$ cat config.mk
export PLATFORM = sky130hd
export DESIGN_NAME = quad_step_decoder
export DESIGN_NICKNAME = d
export VERILOG_FILES = /design/src/rtl/quad_step_decoder.sv
export SDC_FILE = /design/constraint.sdc
export NUM_CORES = 1
export LEC_CHECK = 0
export BUFFER_PORTS_ARGS = -buffer_cell sky130_fd_sc_hd__buf_2
export CAP_MARGIN = 15
export CORE_AREA = 2 2 47 66
export CTS_BUF_LIST = sky130_fd_sc_hd__clkbuf_16
export DETAILED_ROUTE_END_ITERATION = 12
export DIE_AREA = 0 0 49 68
export PLACE_DENSITY_LB_ADDON = 0.12
export SKIP_LAST_GASP = 1
export SLEW_MARGIN = 20
export SYNTH_ARGS = -nofsm -noshare
export SYNTH_HDL_FRONTEND = slang
export SYNTH_SLANG_ARGS = --single-unit
$ cat constraint.sdc
create_clock -name clk -period 5.7 [get_ports clk]
set_clock_uncertainty 0.2 [all_clocks]
set_input_delay 0.57 -clock clk [delete_from_list [all_inputs] [get_ports clk]]
set_output_delay 0.57 -clock clk [all_outputs]
set_load 0.01 [all_outputs]
$ cat src/rtl/quad_step_decoder.sv
// Quadrature (x4) decoder: synchronises a/b, emits a step pulse, direction and a wrapping count.
// Optional index input that zeroes the count is enabled with `define QDEC_INDEX_EN.
module quad_step_decoder #(
    parameter int WIDTH       = 4,
    parameter int SYNC_STAGES = 2
) (
    input  logic             clk,
    input  logic             reset,
`ifdef QDEC_INDEX_EN
    input  logic             idx,
`endif
    input  logic             a,
    input  logic             b,
    input  logic             clr,
    output logic             step,
    output logic             up_downbar,
    output logic [WIDTH-1:0] count,
    output logic             err
);

    // Priming must cover the whole synchroniser refill, so that pins held
    // through reset are not mistaken for a two-bit jump.
    typedef enum logic {
        ST_FILL,
        ST_RUN
    } state_t;

    state_t                 state;
    state_t                 state_n;
    logic [2:0]             fill_cnt;
    logic [2:0]             fill_cnt_n;
    logic [SYNC_STAGES-1:0] sync_a;
    logic [SYNC_STAGES-1:0] sync_b;
    logic [1:0]             cur;
    logic [1:0]             prev;
    logic                   mv_up;
    logic                   mv_dn;
    logic                   mv_bad;
    logic                   idx_rise;
    logic                   step_n;
    logic                   dir_n;
    logic                   err_n;
    logic [WIDTH-1:0]       count_n;

    // Bring the asynchronous phase inputs into the clk domain.
    always_ff @(posedge clk or negedge reset) begin
        if (!reset) begin
            sync_a <= '0;
            sync_b <= '0;
        end else begin
            sync_a <= {sync_a[SYNC_STAGES-2:0], a};
            sync_b <= {sync_b[SYNC_STAGES-2:0], b};
        end
    end

    assign cur = {sync_a[SYNC_STAGES-1], sync_b[SYNC_STAGES-1]};

`ifdef QDEC_INDEX_EN
    logic [SYNC_STAGES-1:0] sync_i;
    logic                   idx_q;

    // Synchronise the index pin and remember its last value for edge detection.
    always_ff @(posedge clk or negedge reset) begin
        if (!reset) begin
            sync_i <= '0;
            idx_q  <= 1'b0;
        end else begin
            sync_i <= {sync_i[SYNC_STAGES-2:0], idx};
            idx_q  <= sync_i[SYNC_STAGES-1];
        end
    end

    assign idx_rise = sync_i[SYNC_STAGES-1] & ~idx_q;
`else
    assign idx_rise = 1'b0;
`endif

    // Classify the {prev,cur} pair as up, down, illegal or idle.
    always_comb begin
        mv_up  = 1'b0;
        mv_dn  = 1'b0;
        mv_bad = 1'b0;
        case ({prev, cur})
            4'b00_10, 4'b10_11,
            4'b11_01, 4'b01_00: mv_up  = 1'b1;
            4'b00_01, 4'b01_11,
            4'b11_10, 4'b10_00: mv_dn  = 1'b1;
            4'b00_11, 4'b11_00,
            4'b01_10, 4'b10_01: mv_bad = 1'b1;
            default: ;
        endcase
    end

    // Next-state: priming sequence, decode, then index load and clr overrides.
    always_comb begin
        state_n    = state;
        fill_cnt_n = fill_cnt;
        step_n     = 1'b0;
        dir_n      = up_downbar;
        count_n    = count;
        err_n      = err;
        unique case (state)
            ST_FILL: begin
                fill_cnt_n = fill_cnt + 3'd1;
                if (fill_cnt == 3'(SYNC_STAGES)) begin
                    state_n = ST_RUN;
                end
            end
            ST_RUN: begin
                if (mv_up) begin
                    step_n  = 1'b1;
                    dir_n   = 1'b1;
                    count_n = count + WIDTH'(1);
                end else if (mv_dn) begin
                    step_n  = 1'b1;
                    dir_n   = 1'b0;
                    count_n = count - WIDTH'(1);
                end else if (mv_bad) begin
                    err_n = 1'b1;
                end
            end
            default: state_n = ST_FILL;
        endcase
        if (idx_rise) begin
            count_n = '0;
        end
        if (clr) begin
            count_n = '0;
            err_n   = 1'b0;
        end
    end

    // Register decoder state and outputs.
    always_ff @(posedge clk or negedge reset) begin
        if (!reset) begin
            state      <= ST_FILL;
            fill_cnt   <= 3'd0;
            prev       <= 2'b00;
            step       <= 1'b0;
            up_downbar <= 1'b1;
            count      <= '0;
            err        <= 1'b0;
        end else begin
            state      <= state_n;
            fill_cnt   <= fill_cnt_n;
            prev       <= cur;
            step       <= step_n;
            up_downbar <= dir_n;
            count      <= count_n;
            err        <= err_n;
        end
    end

endmodule
==> run_results.csv <==
group,metric,value,unit
floorplanning,ioPinCount,12,
drt,wire_per_inst,11.8,um
clock_tree,insertion_delay,0.25,ns
critical_path,number_of_cells_traversed_by_the_worst_register_to_register_path,7,
clock_tree,post-cts-setup-buffer-count,0,
critical_path,timing.critical_path.cells,"xor2_1, or2_2, ha_1, a21oi_1, a211o_1, a211oi_2, mux2_4",
placement,place_area,887,sq um
logic_synthesis,ys_async_sr_fraction,100,%
drt,post-route-drc-count,0,
critical_path,kind_of_critical_path,"reg -> reg",
logic_synthesis,synth_top_area_share,50.7,%
timing,finalSetupTns,0,ns
logic_synthesis,yosysUniqueCellTypes,23,
clock_tree,cts_tree,"done",
floorplanning,design.core.area,0.00279,sq mm
timing,final_hold_viol_count,0,
clock_tree,clock-sinks,17,
timing,finalSetupViolations,0,
grt,antenna_found_initial,0,
logic_synthesis,postSynthCellCount,64,
run_status,run_status,"finished, final reports clean",
placement,buffer_ports.inserted,11,
logic_synthesis,synth_area,790,sq um
clock_tree,clk_pin_slew,0.05,ns
floorplanning,dieWidth,49,um
critical_path,timing.critical_path.arrival,2.53,ns
layout,antenna_cells,0,
clock_tree,clock_tree.buffer_depth,2,
logic_synthesis,yosys_warnings,0,
timing,crit_path_time_final,2.60,ns
critical_path,cp_data_required_time,5.64,ns
critical_path,slowest_delay,0.42,ns
timing,tightest_slew,0.386,ns
drt,totalWireLength,1350,um
logic_synthesis,ys_top_cells_by_count,"dfrtp_1, a21oi_1, o21ai_0, xnor2_1",
grt,first_global_vias,536,
clock_tree,ctsHoldBuffers,0,
drt,drt_first_iter_violations,8,
floorplanning,die-height,68,um
run,max_cap_viol_count,0,
floorplanning,die-area,0.00333,sq mm
critical_path,worstSetupStartpointType,"register",
clock_tree,cts_buffers,3,
grt,track_usage,10.6,%
floorplanning,placementRows,23,
layout,final_layout_size_suffix_gt1_share,29.5,%
pwr,irDropWorstVdd,179,uV
logic_synthesis,yosys-top-cells-area,"dfrtp_1, ha_1, xnor2_1",
logic_synthesis,synth-edff-count,0,
logic_synthesis,yosysTopAreaCell,"dfrtp_1",
layout,fin_area,970,sq um
critical_path,critPathSlowestCell,"dfrtp_1",
grt,overflow,0,
grt,first_pass_grt_wire_length,2460,um
timing,fraction_of_the_cycle_the_final_worst_path_needs,45.5,%
timing,slew_violations,0,
placement,place.detailed.hpwl,959,um
timing,rsz0062_at_grt,"false",
logic_synthesis,synthesis.area_per_instance,12.3,sq um
placement,gp_congestion,0.765,
layout,num-nets-final,89,
drt,postRouteAntennaNets,0,
logic_synthesis,yosys_register_bits,17,
clock_tree,cts-htree-levels,1,
min_path,hold_path_class,"in -> async",
timing,timing.fmax,385,MHz
logic_synthesis,seq_area_frac_synth,54.0,%
floorplanning,initial_utilization,28.3,%
drt,post_drt_via_cell_ratio,4.37,
layout,area_growth_syn_to_layout,22.8,%
drt,dr.pass1.iters,4,
drt,num_vias,503,
pwr,leakage_component_of_the_power,0.441,nW
critical_path,critical_path.max_fanout,4,
timing,relSlewSlack,74.2,%
logic_synthesis,post-synth-top-count-cell,"dfrtp_1",
grt,grt_start_max_net_pins,18,
logic_synthesis,syn_nets,74,
clock_tree,cts_root_buf,"clkbuf_16",
pwr,pwr_density_cell,379,mW/mm^2
critical_path,critical_path.endpoint_type,"register",
logic_synthesis,synth_top_flop_cell,"dfrtp_1",
clock_tree,post_cts_repair_resize_count,0,
[cells by family (layout without fill, tap and decap cells)]
logic type	count (synthesis)	after routing	share of synthesized area [%]
adders and majority gates	5	5	8.88
DFF	17	17	54.0
xor gates and xnor gates	9	9	12.8
AOI/OAI and AO/OA	16	16	13.2
buffers and inverters	5	19	2.38
and+or+nand+nor	11	11	6.81
muxes	1	1	1.90
[metal layers]
| metal | GRT usage (%) | part of all wire (%) |
|---|---|---|
| met4 | 10.7 | 4.5 |
| met3 | 1.97 | 3.3 |
| met5 | 0 | 0 |
| met2 | 16.8 | 51 |
| met1 | 11.8 | 41 |
[per-stage QoR]
step	hold slack, ns	power (W)	worst slack, ns	cells	utilization [%]
CTS	0.0445	0.000375	3.11	115	34.7
global placement	0.133	0.000226	3.17	111	31.8
global route	0.0727	0.000390	2.97	115	34.7
floorplan	0.0744	0.000201	3.23	64	-
detailed placement	0.140	0.000226	3.13	111	31.8
finish	0.0334	0.000367	3.10	115	34.7
[flip-flops by register name, summed over array words and instances, names as in the netlist]
name,cells
state,1
err,1
sync_a,2
count,4
sync_b,2
step,1
fill_cnt,3
up_downbar,1
prev,2
[report_power, final]
part           switching (W)  total (W)  internal [W]
sequential         0.0000114   0.000146      0.000135
clock              0.0000502   0.000145     0.0000948
combinational      0.0000394  0.0000763     0.0000370
[final cells by class]
cell class | count | area [sq um]
clock buffers | 3 | 75.1
clock inverters | 1 | 7.51
fillers | 299 | 1820
inverters | 4 | 15.0
multi-input cells | 42 | 344
flip-flops and latches | 17 | 427
well taps | 37 | 46.3
repair buffers | 11 | 55.1
[layout by cell type, fill, tap and decap left out, types with 3 or more instances in the layout]
cell,n
inv_1,4
clkbuf_16,3
dfrtp_1,16
buf_2,11
o21ai_0,5
xnor2_1,5
nor2_1,4
a21oi_1,6
ha_1,4
[worst paths after layout]
check / startpoint / end / slack (ns)
max: sync_b[1]$_DFF_PN0_ / count[3]$_DFFE_PN0P_ / 3.10
min: reset / sync_b[1]$_DFF_PN0_ / 0.03
max reg2reg: sync_b[1]$_DFF_PN0_ / count[3]$_DFFE_PN0P_ / 3.10
min reg2reg: sync_a[0]$_DFF_PN0_ / sync_a[1]$_DFF_PN0_ / 0.15
max in group asynchronous: reset / up_downbar$_DFFE_PN1P_ / 4.95
min in group clk: sync_a[0]$_DFF_PN0_ / sync_a[1]$_DFF_PN0_ / 0.15
[critical path, delay by kind of cell (launching register included)]
family                     cells  cell delay [ns]
muxes                          1             0.31
AOI/OAI and AO/OA              3             0.64
and+or+nand+nor                1             0.35
adders and majority gates      1             0.34
xor gates and xnor gates       1             0.21
DFF                            1             0.42
No activity file was read; power rests on OpenSTA's default activity.
